**config.mk**
```make
export PLATFORM = sky130hd
export DESIGN_NAME = cic_frame_sched
export DESIGN_NICKNAME = d
export VERILOG_FILES = /design/src/rtl/cic_frame_sched.sv
export SDC_FILE = /design/constraint.sdc
export NUM_CORES = 1
export LEC_CHECK = 0
export ABC_AREA = 1
export BUFFER_PORTS_ARGS = -buffer_cell sky130_fd_sc_hd__clkbuf_2
export CAP_MARGIN = 15
export CORE_ASPECT_RATIO = 1.2
export CORE_MARGIN = 8
export CORE_UTILIZATION = 55
export DETAILED_ROUTE_END_ITERATION = 12
export GPL_TIMING_DRIVEN = 0
export HOLD_SLACK_MARGIN = 0.12
export PLACE_DENSITY = 0.94
export SLEW_MARGIN = 20
export SYNTH_ARGS = -nofsm -noshare
export SYNTH_HDL_FRONTEND = slang
export SYNTH_SLANG_ARGS = --single-unit
```
**constraint.sdc**
```tcl
create_clock -name clk -period 5 [get_ports clk]
set_input_delay 1.5 -clock clk [delete_from_list [all_inputs] [get_ports clk]]
set_output_delay 1.5 -clock clk [all_outputs]
set_load 0.02 [all_outputs]
```
**src/rtl/cic_frame_sched.sv**
```systemverilog
// cic_frame_sched: collects one CIC sample per channel and streams them as a frame (frame_cnt gated by CIC_FRAME_SCHED_FRAME_CNT_EN)
module cic_frame_sched #(
  parameter int N_CH = 4,
  parameter int DW   = 32,
  parameter int CH_W = 2
) (
  input  logic               clk,
  input  logic               rst,
  input  logic               enable,
  input  logic [N_CH*DW-1:0] in_data,
  input  logic [N_CH-1:0]    in_valid,
  output logic [DW-1:0]      out_data,
  output logic [CH_W-1:0]    out_ch,
  output logic               out_last,
  output logic               out_valid,
  input  logic               out_ready,
  output logic [N_CH-1:0]    ovf,
  input  logic               ovf_clr,
  output logic [15:0]        frame_cnt
);
  typedef enum logic [1:0] {IDLE, COLLECT, SEND} state_t;
  state_t state_q, state_d;
  logic [N_CH-1:0] full_q, full_d, ovf_q, ovf_d, clr, cap;
  logic [N_CH-1:0][DW-1:0] hold_q, hold_d;
  logic [DW-1:0] out_data_q, out_data_d;
  logic [CH_W-1:0] out_ch_q, out_ch_d, nxt_ch;
  logic out_last_q, out_last_d, out_valid_q, out_valid_d;
  logic hs, last_hs;
  assign hs = out_valid_q & out_ready;
  assign last_hs = hs & (out_ch_q == CH_W'(N_CH - 1));
  assign nxt_ch = out_ch_q + 1'b1;
  // sequencing: fill, emit channel 0 on the fill edge, then one channel per handshake
  always_comb begin
    state_d = state_q;
    out_data_d = out_data_q;
    out_ch_d = out_ch_q;
    out_last_d = out_last_q;
    out_valid_d = out_valid_q;
    clr = '0;
    case (state_q)
      IDLE: state_d = enable ? COLLECT : IDLE;
      COLLECT: begin
        if (!enable) state_d = IDLE;
        else if (&full_q) begin
          state_d = SEND;
          out_data_d = hold_q[0];
          out_ch_d = '0;
          clr[0] = 1'b1;
          out_valid_d = 1'b1;
          out_last_d = (N_CH == 1);
        end
      end
      SEND: begin
        if (last_hs) begin
          out_valid_d = 1'b0;
          out_last_d = 1'b0;
          state_d = enable ? COLLECT : IDLE;
        end else if (hs) begin
          out_data_d = hold_q[nxt_ch];
          out_ch_d = nxt_ch;
          clr[nxt_ch] = 1'b1;
          out_last_d = (nxt_ch == CH_W'(N_CH - 1));
        end
      end
      default: state_d = IDLE;
    endcase
  end
  // capture and overwrite tracking; a load on the same edge consumes the old sample, so no overflow
  always_comb begin
    cap = (state_q != IDLE) ? in_valid : '0;
    for (int k = 0; k < N_CH; k++) hold_d[k] = cap[k] ? in_data[k*DW +: DW] : hold_q[k];
    full_d = (state_q == IDLE) ? '0 : ((full_q & ~clr) | cap);
    ovf_d = (ovf_clr ? '0 : ovf_q) | (cap & full_q & ~clr);
  end
  // state and datapath registers
  always_ff @(posedge clk) begin
    if (rst) begin
      state_q <= IDLE;
      full_q <= '0;
      hold_q <= '0;
      ovf_q <= '0;
      out_data_q <= '0;
      out_ch_q <= '0;
      out_last_q <= 1'b0;
      out_valid_q <= 1'b0;
    end else begin
      state_q <= state_d;
      full_q <= full_d;
      hold_q <= hold_d;
      ovf_q <= ovf_d;
      out_data_q <= out_data_d;
      out_ch_q <= out_ch_d;
      out_last_q <= out_last_d;
      out_valid_q <= out_valid_d;
    end
  end
  assign out_data = out_data_q;
  assign out_ch = out_ch_q;
  assign out_last = out_last_q;
  assign out_valid = out_valid_q;
  assign ovf = ovf_q;
`ifdef CIC_FRAME_SCHED_FRAME_CNT_EN
  logic [15:0] frame_cnt_q, frame_cnt_d;
  // completed-frame count, bumped on the final beat's handshake
  always_comb frame_cnt_d = frame_cnt_q + 16'(last_hs);
  // frame counter register
  always_ff @(posedge clk) frame_cnt_q <= rst ? 16'd0 : frame_cnt_d;
  assign frame_cnt = frame_cnt_q;
`else
  assign frame_cnt = 16'd0;
`endif
endmodule
```
==> reports/metrics.csv, run 1 <==
stage;metric;value;unit
status;status;finished clean;
routing;wl_per_cell;16.64;um
setup_path;worstPathMaxFanout;11;
cts;cts_tree;done;
placement;place_ws;1988;ps
yosys;ys_seq_area_share;46.09;%
routing;dr_total_vias;7981;
cts;cts.clk_slew.worst_paths;60;ps
min_path;holdPathEnd;hold_q[23];
cts;post-cts-setup-buffers;0;
setup_path;crit_chain;inv_2, clkbuf_1, ha_1, buf_2, inv_1, clkbuf_1, o21ai_0, nand3_1, a21oi_2, nor2_1;
min_path;whs_path_depth;2;
global_route;grtUsageTotal;27.26;%
placement;port_buffers;176;
finish;multiInputGateArea;0.003374;mm^2
routing;drtIter0Drc;821;
setup_path;r2r-start;out_ch[0];
finish;utilization;68.21;%
setup_path;slowest_stage;clkbuf_1;
setup_path;path_class;flip-flop to flip-flop;
power_and_ir_drop;cellLeakagePower;0.004471;uW
timing;maxSlewViolCount;0;
routing;wl;24.45;mm
placement;dp_cells;1437;
min_path;min-delay-start;hold_q[23];
floorplanning;pin_count;193;
cts;cts_sinks;174;
cts;clock-root-buffer;clkbuf_16;
min_path;min_path_type;flip-flop to flip-flop;
routing;antenna_left;0;
timing;min_period_over_period;54.76;%
routing;detail_route.first_pass.iterations;6;
finish;finalNetCount;1430;
global_route;grt_overflow_total;0;
setup_path;rrSetupSlack;2260;ps
yosys;synthTopCellsByArea;dfxtp_1 (46%), nor2_1 (12%), o21ai_0 (11%);
yosys;yosys_warnings;0;
yosys;synth.avg_cell_area;7.030;um^2
setup_path;crit_arrival;3100;ps
timing;relSlewSlack;56.77;%
timing;tightestPinTransition;648.5;ps
global_route;grt_pass1_vias;7802;
floorplanning;initial_utilization;55.39;%
setup_path;crit_path_start_kind;flip-flop;
yosys;synth_area_leader_cell;dfxtp_1;
placement;dp_hpwl;17.97;mm
routing;drcViolationCount;0;
setup_path;worstPathRequired;5360;ps
floorplanning;core;0.01364;mm^2
global_route;grt_max_degree;17;
finish;layout.cells.non_filler;1469;
cts;worstSkewPairLatency;430;ps
timing;setup_viol;0;
cts;cts_made_buffers;17;
routing;vias_per_cell;5.433;
timing;fmax;365.3;MHz
yosys;synth_top_area_share;46.09;%
floorplanning;die_w;123.0;um
timing;setup_slack;2262;ps
setup_path;r2r-end;out_data[10];
cts;postCtsHoldBufs;0;
cts;cts_resized;0;
timing;totalNegativeSetupSlack;0;ps
setup_path;crit_path_frequent_cell;clkbuf_1;
yosys;synth.cell_area;0.007557;mm^2
cts;cts_max_path_buffers;2;
finish;drive_gt1_share;20.34;%
timing;rsz0062_at_grt;no;
placement;place.gp.congestion;0.9038;
timing;final-hold-violation-count;0;
finish;num_antenna_cells;0;
setup_path;reg2reg_depth;10;
floorplanning;die_h;144.4;um
floorplanning;die_area;0.01776;mm^2
floorplanning;core.rowCount;47;
timing;timing.final.crit_period;2738;ps
yosys;synth-seq-cells;174;
global_route;grt_first_pass_wirelength;37.58;mm
finish;area_growth;23.15;%
timing;fin_worst_skew;8.038;ps
finish;n_fill_cell;1146;
run;maxCapViolCount;0;
power_and_ir_drop;powerDensity;440.1;mW/mm^2
finish;ff_latch_area;0.003483;mm^2
power_and_ir_drop;ir_drop;0.2460;mV
global_route;antenna_found_initial;0;
finish;final_cell_mix;nor2_1 (241), clkbuf_2 (176), dfxtp_1 (174);
setup_path;cp-end-kind;flip-flop;
yosys;syn_inst;1075;
yosys;synth_cell_types;22;
timing;holdWs;455.2;ps
finish;layout_commonest_cell;nor2_1;
setup_path;max_stage_delay;470;ps
cts;htree_levels;4;
[synth_stat cells, drive strengths merged]
library cell / n
and2: 1
nor3: 1
or2: 1
dfxtp: 174
clkbuf: 55
buf: 34
a21oi: 107
ha: 8
inv: 85
conb: 1
nand3: 71
o21ai: 165
nand2: 131
nor2: 241
[how the worst max path moves through the flow]
stage / from / to / depth (start not counted)
4_1_cts: in_valid[3] / hold_q[117] / 7
2_1_floorplan: enable / out_data[10] / 7
6_report: out_ch[0] / out_data[10] / 10
3_3_place_gp: in_valid[2] / hold_q[73] / 7
3_5_place_dp: in_valid[3] / hold_q[126] / 7
5_1_grt: out_ch[0] / out_data[10] / 10
[power breakdown]
group,switching [uW],internal [uW]
clock network,553,790
registers,97.9,1580
logic,734,341
total,1380,2710
[sequential cells by signal, summed over array words and instances, names as in the netlist]
name and count:
hold_q 128, out_data 32, full_q 4, ovf 4
out_ch 2, state_q 2, out_last 1, out_valid 1
[logic make-up (layout without fill, tap and decap cells)]
kind of cell             count (synthesis)  after routing  share of synthesized area [%]
AO/OA/AOI/OAI                          272            272                          19.06
flip-flops                             174            174                          46.09
other                                    1             16                        0.04962
AND/OR/NAND/NOR                        446            446                          23.48
buffers and inverters                  174            382                          10.00
adder cells (fa/ha/maj)                  8              8                          1.325
[stage by stage]
step / total power, uW / area [um^2]
after floorplan: 2391 / 7614
after global placement: 2706 / 8708
final: 4096 / 9306
after global routing: 4280 / 9306
after detailed placement: 2747 / 8708
after CTS: 4067 / 9306
[final cells by class]
class | count | share of cell area, %
buffer | 89 | 4.692
sequential | 174 | 37.43
clock buffer | 24 | 5.284
tap | 171 | 2.299
timing repair buffer | 176 | 9.465
clock inverter | 8 | 1.143
multi-input combinational | 742 | 36.26
inverter | 85 | 3.428
[per-layer routing]
| metal | up-vias | GRT usage, % | part of all wire (%) |
|---|---|---|---|
| met4 | 0 | 16.83 | 5.2 |
| li1 | 3837 | - | - |
| met1 | 3573 | 31.41 | 38 |
| met2 | 479 | 45.37 | 48 |
| met3 | 92 | 5.664 | 9.7 |
| met5 | - | 0 | 0 |
[critical path, delay by kind of cell (launching register included)]
family	cells	cell delay, ps
simple gates	2	260
compound gates	2	250
flops	1	390
fa+ha+maj	1	320
buf+inv	5	1460
Note: power is estimated with default switching activity, not from simulation.
==> run 2, diff against run 1 <==
Settings changed: CORE_UTILIZATION 55 to 48, PLACE_DENSITY 0.94 to 0.88.
Clock period 5 ns to 2.3 ns, I/O delays scaled along.
==> run 2 against run 1 <==
Clock power is 130% higher. Setup slack worse by 2200 ps. Die area is 13% higher. Combinational power is 120% higher. Hold slack hardly changed. Critical path type unchanged. Non-clock buffer count stayed put. Sequential cell count stayed put. Via count is 1.1% lower. Final cell count is 2.5% higher. Clock skew is 1.1 ps higher. Count of clock-buffer cells in the layout stayed put.
==> reports/metrics.csv, run 2 (synthesized netlist as in run 1, its figures left out) <==
stage;metric;value;unit
placement;dp_cells;1474;
timing;rsz0062_at_grt;no;
floorplanning;initial_utilization;48.71;%
timing;setup_slack;100.5;ps
placement;dp_hpwl;18.35;mm
finish;largest_reg_flops;128;
finish;drive_gt1_share;21.26;%
setup_path;max_stage_delay;350;ps
cts;cts_max_path_buffers;2;
timing;final-hold-violation-count;0;
timing;maxSlewViolCount;0;
setup_path;cp-endpoint;out_data[14];
setup_path;worstPathMaxFanout;11;
global_route;grt_max_degree;17;
routing;dr_total_vias;7890;
setup_path;r2r-end;out_data[14];
cts;cts_tree;done;
min_path;min_path_type;flip-flop to flip-flop;
finish;n_fill_cell;1455;
setup_path;crit_arrival;2570;ps
timing;relSlewSlack;59.96;%
routing;wl;24.86;mm
cts;cts.clk_slew.worst_paths;60;ps
timing;totalNegativeSetupSlack;0;ps
timing;holdWs;455.5;ps
power_and_ir_drop;powerDensity;964.6;mW/mm^2
cts;clock-root-buffer;clkbuf_16;
global_route;grtUsageTotal;24.17;%
timing;setup_viol;0;
routing;vias_per_cell;5.239;
cts;cts_sinks;174;
timing;fmax;454.6;MHz
setup_path;slowest_stage;dfxtp_2;
status;status;finished clean;
floorplanning;die_w;130.5;um
routing;antenna_left;0;
timing;min_period_over_period;95.63;%
run;maxCapViolCount;0;
timing;tightestPinTransition;600.6;ps
floorplanning;pin_count;193;
global_route;antenna_found_initial;0;
setup_path;crit_path_frequent_cell;clkbuf_4;
setup_path;path_class;flip-flop to flip-flop;
power_and_ir_drop;p_total;9086;uW
finish;num_antenna_cells;0;
power_and_ir_drop;cellLeakagePower;0.004522;uW
finish;layout.cells.non_filler;1506;
timing;fin_worst_skew;9.105;ps
cts;htree_levels;4;
routing;detail_route.first_pass.iterations;6;
setup_path;reg2reg_depth;10;
routing;wl_per_cell;16.51;um
finish;largest_register;hold_q;
timing;timing.final.crit_period;2200;ps
setup_path;crit_chain;inv_2, clkbuf_4, ha_1, clkbuf_4, inv_1, buf_2, o21ai_0, nand3_1, a21oi_2, nor2_1;
floorplanning;die_area;0.02003;mm^2
cts;cts_made_buffers;17;
floorplanning;core;0.01551;mm^2
power_and_ir_drop;ir_drop;0.5877;mV
finish;layout_commonest_cell;nor2_1;
setup_path;crit_path_start_kind;flip-flop;
setup_path;rrSetupSlack;100;ps
placement;place.gp.congestion;0.8830;
global_route;grt_pass1_vias;7646;
setup_path;crit_family;buffers and inverters;
finish;finalNetCount;1430;
finish;final_cell_mix;nor2_1 (238), clkbuf_2 (179), dfxtp_1 (173);
floorplanning;die_h;153.5;um
routing;drcViolationCount;0;
finish;area_growth;24.64;%
setup_path;crit_buf_inv;5;
placement;port_buffers;176;
global_route;grt_first_pass_wirelength;37.74;mm
setup_path;cp-end-kind;flip-flop;
routing;drtIter0Drc;818;
setup_path;cp.depth;10;
global_route;grt_overflow_total;0;
cts;worstSkewPairLatency;440;ps
setup_path;worstPathRequired;2670;ps
setup_path;startpoint;out_ch[0];
placement;place_ws;-298.6;ps
setup_path;r2r-start;out_ch[0];
floorplanning;core.rowCount;50;
==> run 2: worst min path at each step <==
stage,start,end,slack (ps),depth (start not counted)
floorplan,hold_q[0],hold_q[0],430,2
global placement,hold_q[1],hold_q[1],440,2
detailed placement,hold_q[23],hold_q[23],440,2
CTS,hold_q[4],hold_q[4],460,2
global route,hold_q[2],hold_q[2],470,2
finish,hold_q[0],hold_q[0],460,2
==> run 2: final cells by class <==
class                      count  area, um^2  share of cell area [%]
buffer                        89       459.2                   4.875
clock buffer                  24       501.7                   5.327
clock inverter                 8       127.6                   1.355
inverter                      85       319.1                   3.387
multi-input combinational    742        3386                   35.95
sequential                   174        3485                   37.00
tap                          208       260.3                   2.763
timing repair buffer         176       880.8                   9.352
==> run 2: routing by layer <==
metal  vias up  global-route usage, %  part of all wire (%)
li1       3839                      -                     -
met1      3576                  27.36                    39
met2       391                  40.28                    48
met3        84                  5.291                   7.9
met4         0                  14.68                   5.1
met5         -                      0                     0
==> run 2: worst reg2reg max path, delay by kind of cell (launching register included) <==
family	cells	cell delay, ps
buf+inv	5	1100
simple gates	2	220
fa+ha+maj	1	260
compound gates	2	210
flops	1	350
==> run 2: power breakdown <==
group / internal (uW) / switching (uW) / leakage, uW
logic: 766 / 1610 / 0.00279
registers: 3440 / 210 / 0.00142
clock network: 1860 / 1210 / 0.000303
total: 6060 / 3030 / 0.00452
==> run 2: timing repair <==
action / in CTS / in global routing
resized for setup: 8 / 13
hold endpoints to repair: 0 / 0
hold buffers: 0 / 0
setup buffers: 0 / 0
setup endpoints to repair: 30 / 67
==> run 2: metrics by stage <==
stage	area (um^2)	utilization (%)
2_1_floorplan	7614	-
3_3_place_gp	8755	56.43
3_5_place_dp	8755	56.43
4_1_cts	9399	60.58
5_1_grt	9419	60.71
6_report	9419	60.71
